[config.mk]
export PLATFORM = sky130hd
export DESIGN_NAME = spram_ctrl
export DESIGN_NICKNAME = d
export VERILOG_FILES = /design/src/rtl/spram_pkg.sv /design/src/rtl/spram_idle_tmr.sv /design/src/rtl/spram_ctrl.sv
export SDC_FILE = /design/constraint.sdc
export NUM_CORES = 1
export LEC_CHECK = 0
export CAP_MARGIN = 25
export CORE_AREA = 5 5 59 61
export CTS_BUF_LIST = sky130_fd_sc_hd__clkbuf_2
export CTS_CLUSTER_SIZE = 25
export DETAILED_ROUTE_END_ITERATION = 6
export DIE_AREA = 0 0 64 66
export GPL_TIMING_DRIVEN = 1
export PLACE_DENSITY = 0.92
export SYNTH_ARGS = -nofsm -noshare
export SYNTH_HDL_FRONTEND = slang
export SYNTH_SLANG_ARGS = --single-unit
[constraint.sdc]
create_clock -name clk -period 3.08 [get_ports clk]
set_input_delay 0.462 -clock clk [delete_from_list [all_inputs] [get_ports clk]]
set_output_delay 0.462 -clock clk [all_outputs]
set_load 0.02 [all_outputs]
[src/rtl/spram_pkg.sv]
// Shared types and constants for the SP256K single-port RAM request controller.
package spram_pkg;

    typedef enum logic [1:0] {
        IDLE  = 2'd0,
        RSP   = 2'd1,
        SLEEP = 2'd2,
        WAKE  = 2'd3
    } state_t;

    // MASKWE has one bit per nibble, bit 0 covering DI[3:0]
    localparam logic [3:0] MASK_W  = 4'b1111;
    localparam logic [3:0] MASK_LO = 4'b0011;
    localparam logic [3:0] MASK_HI = 4'b1100;
    localparam logic [3:0] MASK_RD = 4'b0000;

    localparam int WORDS = 16384;

endpackage

[src/rtl/spram_idle_tmr.sv]
// Idle/wake timing for SPRAM standby: a saturating idle-cycle counter that
// requests standby, and a countdown that holds the port closed after wake-up.
// Only instantiated when SPRAM_STDBY_EN is defined.
module spram_idle_tmr #(
    parameter int IDLE_CYC = 64,
    parameter int WAKE_CYC = 2
) (
    input  logic clk,
    input  logic rst,
    input  logic idle,
    input  logic wake_start,
    input  logic in_wake,
    output logic sleep_go,
    output logic wake_done
);

    localparam int IW = $clog2(IDLE_CYC + 1);
    localparam int WW = $clog2(WAKE_CYC + 1);

    logic [IW-1:0] idle_cnt;
    logic [WW-1:0] wake_cnt;

    // Count consecutive idle cycles; any activity restarts the count
    always_ff @(posedge clk) begin
        if (rst || !idle) begin
            idle_cnt <= '0;
        end else if (idle_cnt != IW'(IDLE_CYC)) begin
            idle_cnt <= idle_cnt + 1'b1;
        end
    end

    // Load the wake delay on standby exit and run it down while waking
    always_ff @(posedge clk) begin
        if (rst) begin
            wake_cnt <= '0;
        end else if (wake_start) begin
            wake_cnt <= WW'(WAKE_CYC);
        end else if (in_wake && wake_cnt != '0) begin
            wake_cnt <= wake_cnt - 1'b1;
        end
    end

    // The cycle that brings the count to IDLE_CYC is the one that enters standby
    assign sleep_go  = idle && (idle_cnt == IW'(IDLE_CYC - 1));
    assign wake_done = in_wake && (wake_cnt <= WW'(1));

endmodule

[src/rtl/spram_ctrl.sv]
// Request-side controller for one 16Kx16 SP256K SPRAM. Turns byte-addressed
// byte/word requests into CS/WE/MASKWE/AD/DI on the acceptance edge and returns
// the macro's registered read data on a valid/ready response channel.
// Optional standby power-down is enabled by defining SPRAM_STDBY_EN.
module spram_ctrl
    import spram_pkg::*;
#(
    parameter int AW       = 15,
    parameter int IDLE_CYC = 64,
    parameter int WAKE_CYC = 2
) (
    input  logic          clk,
    input  logic          rst,
    input  logic          req_valid,
    output logic          req_ready,
    input  logic          req_we,
    input  logic          req_byte,
    input  logic [AW-1:0] req_addr,
    input  logic [15:0]   req_wdata,
    output logic          rsp_valid,
    input  logic          rsp_ready,
    output logic [15:0]   rsp_rdata,
    output logic          misalign,
    output logic [AW-2:0] ram_ad,
    output logic [15:0]   ram_di,
    output logic [3:0]    ram_maskwe,
    output logic          ram_we,
    output logic          ram_cs,
    output logic          ram_stdby,
    input  logic [15:0]   ram_do
);

    state_t state;
    state_t state_nxt;
    logic   acc;
    logic   rd_acc;
    logic   lat_addr0;
    logic   lat_byte;

    assign acc    = req_valid & req_ready;
    assign rd_acc = acc & ~req_we;

`ifdef SPRAM_STDBY_EN
    logic sleep_go;
    logic wake_done;

    spram_idle_tmr #(
        .IDLE_CYC (IDLE_CYC),
        .WAKE_CYC (WAKE_CYC)
    ) u_idle_tmr (
        .clk        (clk),
        .rst        (rst),
        .idle       ((state == IDLE) && !req_valid),
        .wake_start ((state == SLEEP) && req_valid),
        .in_wake    (state == WAKE),
        .sleep_go   (sleep_go),
        .wake_done  (wake_done)
    );
`endif

    // State register
    always_ff @(posedge clk) begin
        if (rst) begin
            state <= IDLE;
        end else begin
            state <= state_nxt;
        end
    end

    // Next-state: a read parks in RSP until the response is taken
    always_comb begin
        state_nxt = state;
        case (state)
            IDLE: begin
                if (rd_acc) begin
                    state_nxt = RSP;
`ifdef SPRAM_STDBY_EN
                end else if (sleep_go) begin
                    state_nxt = SLEEP;
`endif
                end
            end
            RSP: begin
                if (rsp_ready) begin
                    state_nxt = rd_acc ? RSP : IDLE;
                end
            end
`ifdef SPRAM_STDBY_EN
            SLEEP: begin
                if (req_valid) begin
                    state_nxt = WAKE;
                end
            end
            WAKE: begin
                if (wake_done) begin
                    state_nxt = IDLE;
                end
            end
`endif
            default: state_nxt = IDLE;
        endcase
    end

    // State outputs; in RSP a new request is taken only alongside the response
    always_comb begin
        req_ready = 1'b0;
        rsp_valid = 1'b0;
        ram_stdby = 1'b0;
        case (state)
            IDLE: req_ready = 1'b1;
            RSP: begin
                req_ready = rsp_ready;
                rsp_valid = 1'b1;
            end
`ifdef SPRAM_STDBY_EN
            SLEEP: ram_stdby = 1'b1;
`endif
            default: ;
        endcase
        if (rst) begin
            req_ready = 1'b0;
        end
    end

    // Macro drive straight from the accepted request, little-endian lanes
    always_comb begin
        ram_cs     = acc;
        ram_we     = acc & req_we;
        ram_ad     = acc ? req_addr[AW-1:1] : '0;
        ram_maskwe = MASK_RD;
        ram_di     = 16'h0000;
        if (acc && req_we) begin
            if (!req_byte) begin
                ram_maskwe = MASK_W;
                ram_di     = req_wdata;
            end else if (req_addr[0]) begin
                ram_maskwe = MASK_HI;
                ram_di     = {req_wdata[7:0], 8'h00};
            end else begin
                ram_maskwe = MASK_LO;
                ram_di     = {8'h00, req_wdata[7:0]};
            end
        end
    end

    // Remember lane selection of the read in flight
    always_ff @(posedge clk) begin
        if (rd_acc) begin
            lat_addr0 <= req_addr[0];
            lat_byte  <= req_byte;
        end
    end

    // DO holds while CS is low, so the response is steered from it directly
    always_comb begin
        rsp_rdata = 16'h0000;
        if (state == RSP) begin
            if (!lat_byte) begin
                rsp_rdata = ram_do;
            end else begin
                rsp_rdata = {8'h00, lat_addr0 ? ram_do[15:8] : ram_do[7:0]};
            end
        end
    end

    // Sticky flag for word accesses on an odd byte address
    always_ff @(posedge clk) begin
        if (rst) begin
            misalign <= 1'b0;
        end else if (acc && !req_byte && req_addr[0]) begin
            misalign <= 1'b1;
        end
    end

endmodule

==> results of run 1 <==
-- where the power goes --
part | internal [W] | switching, W | total [W]
Combinational | 0.000113 | 0.0000740 | 0.000187
Sequential | 0.0000585 | 0.00000408 | 0.0000626
Clock | 0.0000262 | 0.0000248 | 0.0000510
Total | 0.000198 | 0.000103 | 0.000301
-- worst min path at each step --
| stage | start | to | slack [ps] | cells after the start |
|---|---|---|---|---|
| finish | misalign | misalign | 470 | 1 |
| global route | misalign | misalign | 510 | 1 |
| CTS | misalign | misalign | 470 | 1 |
| detailed placement | misalign | misalign | 460 | 1 |
| global placement | misalign | misalign | 450 | 1 |
| floorplan | rst | state[0] | 530 | 1 |
-- critical path: cells and delay by family --
| family | cells | cell delay (ps) |
|---|---|---|
| AND/OR/NAND/NOR | 3 | 750 |
| buffers and inverters | 3 | 1280 |
-- metal layers --
metal  routed length, um  GRT usage [%]  vias to the layer above
met4                   0           2.08                        0
met1                1190           13.8                      464
met5                   0              0                        -
met2                1620           26.3                       64
met3                 435           8.50                        0
li1                    -              -                      552
-- logic make-up (layout without fill, tap and decap cells) --
kind of cell	Yosys count	after routing	share of synthesized area [%]
and+or+nand+nor	67	67	52.6
DFF	4	4	14.5
buffers and inverters	13	113	11.8
other	1	1	0.542
AOI/OAI and AO/OA	19	19	20.6
-- metrics by stage --
step	utilization (%)	cells	total power [W]	area [um2]
2_1_floorplan	-	104	0.000136	692
3_3_place_gp	59.4	234	0.000250	1740
4_1_cts	59.9	237	0.000305	1750
5_1_grt	59.9	237	0.000321	1750
3_5_place_dp	59.4	234	0.000252	1740
6_report	59.9	237	0.000301	1750
-- cell type report --
| class | instances | area share (%) |
|---|---|---|
| repair buffers | 107 | 61.1 |
| multi-input cells | 87 | 29.1 |
| flip-flops and latches | 4 | 5.71 |
| well taps | 33 | 2.35 |
| inverters | 3 | 0.927 |
| clock buffers | 3 | 0.856 |
-- Yosys cell counts --
cell | count | area (um2)
a21boi_0 | 8 | 60.1
a21oi_1 | 1 | 5.00
a22oi_1 | 8 | 60.1
a32o_1 | 1 | 10.0
and2_1 | 23 | 144
and3_1 | 9 | 56.3
buf_1 | 1 | 3.75
buf_2 | 1 | 5.00
buf_4 | 3 | 22.5
buf_6 | 2 | 22.5
clkbuf_1 | 3 | 11.3
clkinv_1 | 1 | 3.75
clkinv_4 | 1 | 8.76
conb_1 | 1 | 3.75
dfxtp_1 | 2 | 40.0
edfxtp_1 | 2 | 60.1
inv_1 | 1 | 3.75
nand2_1 | 11 | 41.3
nand2b_1 | 2 | 12.5
nand3_1 | 8 | 40.0
nor2_1 | 10 | 37.5
nor2b_1 | 2 | 12.5
nor2b_4 | 1 | 13.8
o21a_1 | 1 | 7.51
or3_1 | 1 | 6.26
-- state kept, by name, indices dropped and copies added, names as in the netlist --
name       cells
lat_addr0      1
lat_byte       1
state          1
misalign       1
==> metrics, run 1 <==
register area share after synthesis=between 10 and 15%; Final TNS setup=0 ps; post-layout min period=2950 ps; total length of routed wires=~3200 um; VDD IR-drop max=roughly 0.22 mV; Vias/cell=4.56; RSZ-0062 raised after global routing=no; crit-path max cell delay=610 ps; run status=finished clean; R2R Setup Slk=1560 ps; most numerous cell on the critical path=clkdlybuf4s50_1; Worst-path clk slew=about 50 ps; number of max-cap violations=0; Starting Density=approximately a quarter; Final #Nets=259; Sequential Area=100 um2; CP Cell Sequence=clkdlybuf4s50_1 -> nor2b_4 -> or3_1 -> clkinv_4 -> and3_1 -> clkdlybuf4s50_1; Final Cycle Share=a little over nine tenths; DIE WIDTH=between 60 and 70 um; Yosys warnings=0; DRC Markers=0; antenna diode count=0; DR iter-0 viols=36; H-Tree Depth=1; Hold-fix buffers, CTS=0; Clock Skews=roughly 5.3 ps; Routability Congestion=0.742; crit path to=ram_di[3]; I/O pin total=roughly 110; Die Y=between 60 and 70 um; Hold WS=between 400 and 500 ps; pwr/cell area=~170 nW/um2; Critical Path Fanout Max=10; vias in the first global route=approximately 1100; Crit-path slowest cell=clkdlybuf4s50_1; critical path arrival=roughly 2500 ps; die area=4220 um2; post-route ant nets=0; Max Fclk=339 MHz; share of cells above drive strength 1=2.45%; IO buf count=roughly 110; post-cts resize count=0; Synth cell types=25; final setup violating endpoints=0; mapped cell area=approximately 690 um2; CTS Buffer Depth=2; final hold vios=0; Seq cells post-synth=4; core box area=slightly below 3000 um2; HP Class=reg2reg; first-pass GRT wire length=about 4900 um; vias after detailed routing=about 1100; most common cell after layout, fill and taps aside=clkdlybuf4s50_1; CTS tree=yes; Crit. End Element=primary output; Syn Area/Cell=6.65 um2; Skew-Pair Late Insertion Delay=around 220 ps; DP HPWL=~2700 um; critical path launch point type=input port; TritonCTS buffer count=3; postcts setup bufs=0; largest net degree at the start of global routing=18; Pre-antenna DRT Iters=4; RR Startpoint=state[0]; Setup WS pre-CTS=136 ps; fin worst setup slack=roughly 130 ps; Tot GR Track Use=14.3%; Root Buffer=clkbuf_2; Sink Count=4; Area growth syn-to-layout=154%; Multi-input gate area=between 500 and 600 um2; CP startpoint=rsp_ready; crit path kind=in2out; max-slew violations=0; Rows=20; commonest non-fill, non-tap cells in the layout=clkdlybuf4s50_1 (107), and2_1 (23), nand2_1 (11), nor2_1 (10), and3_1 (9); Leakage=between 0.6 and 0.7 nW; Gate Count Post-Synth=roughly 100; Net Count, Synth=157; # fillers=approximately 280; Worst EP required=between 2000 and 3000 ps; length in cells of the worst reg-to-reg path=3; Critical R2R Capture=lat_byte; initial antenna violation count=0; wire per inst=roughly 14 um; grt ovf=0
No activity file was read; power rests on OpenSTA's default activity.
==> run 2, diff against run 1 <==
--- a/config.mk
+++ b/config.mk
@@ -5,10 +5,11 @@
 export SDC_FILE = /design/constraint.sdc
 export NUM_CORES = 1
 export LEC_CHECK = 0
+export ABC_CLOCK_PERIOD_IN_PS = 3080
 export CAP_MARGIN = 25
 export CORE_AREA = 5 5 59 61
 export CTS_BUF_LIST = sky130_fd_sc_hd__clkbuf_2
-export CTS_CLUSTER_SIZE = 25
+export CTS_CLUSTER_SIZE = 16
 export DETAILED_ROUTE_END_ITERATION = 6
 export DIE_AREA = 0 0 64 66
 export GPL_TIMING_DRIVEN = 1
==> results of run 2 <==
Same layout as run 1: the final DEF is identical, and so are final timing and power.
==> run 3, diff against run 2 <==
--- a/config.mk
+++ b/config.mk
@@ -12,6 +12,7 @@
 export CTS_CLUSTER_SIZE = 16
 export DETAILED_ROUTE_END_ITERATION = 6
 export DIE_AREA = 0 0 64 66
+export GPL_ROUTABILITY_DRIVEN = 0
 export GPL_TIMING_DRIVEN = 1
 export PLACE_DENSITY = 0.92
 export SYNTH_ARGS = -nofsm -noshare
==> results of run 3 <==
Same layout as run 1: the final DEF is identical, and so are final timing and power.
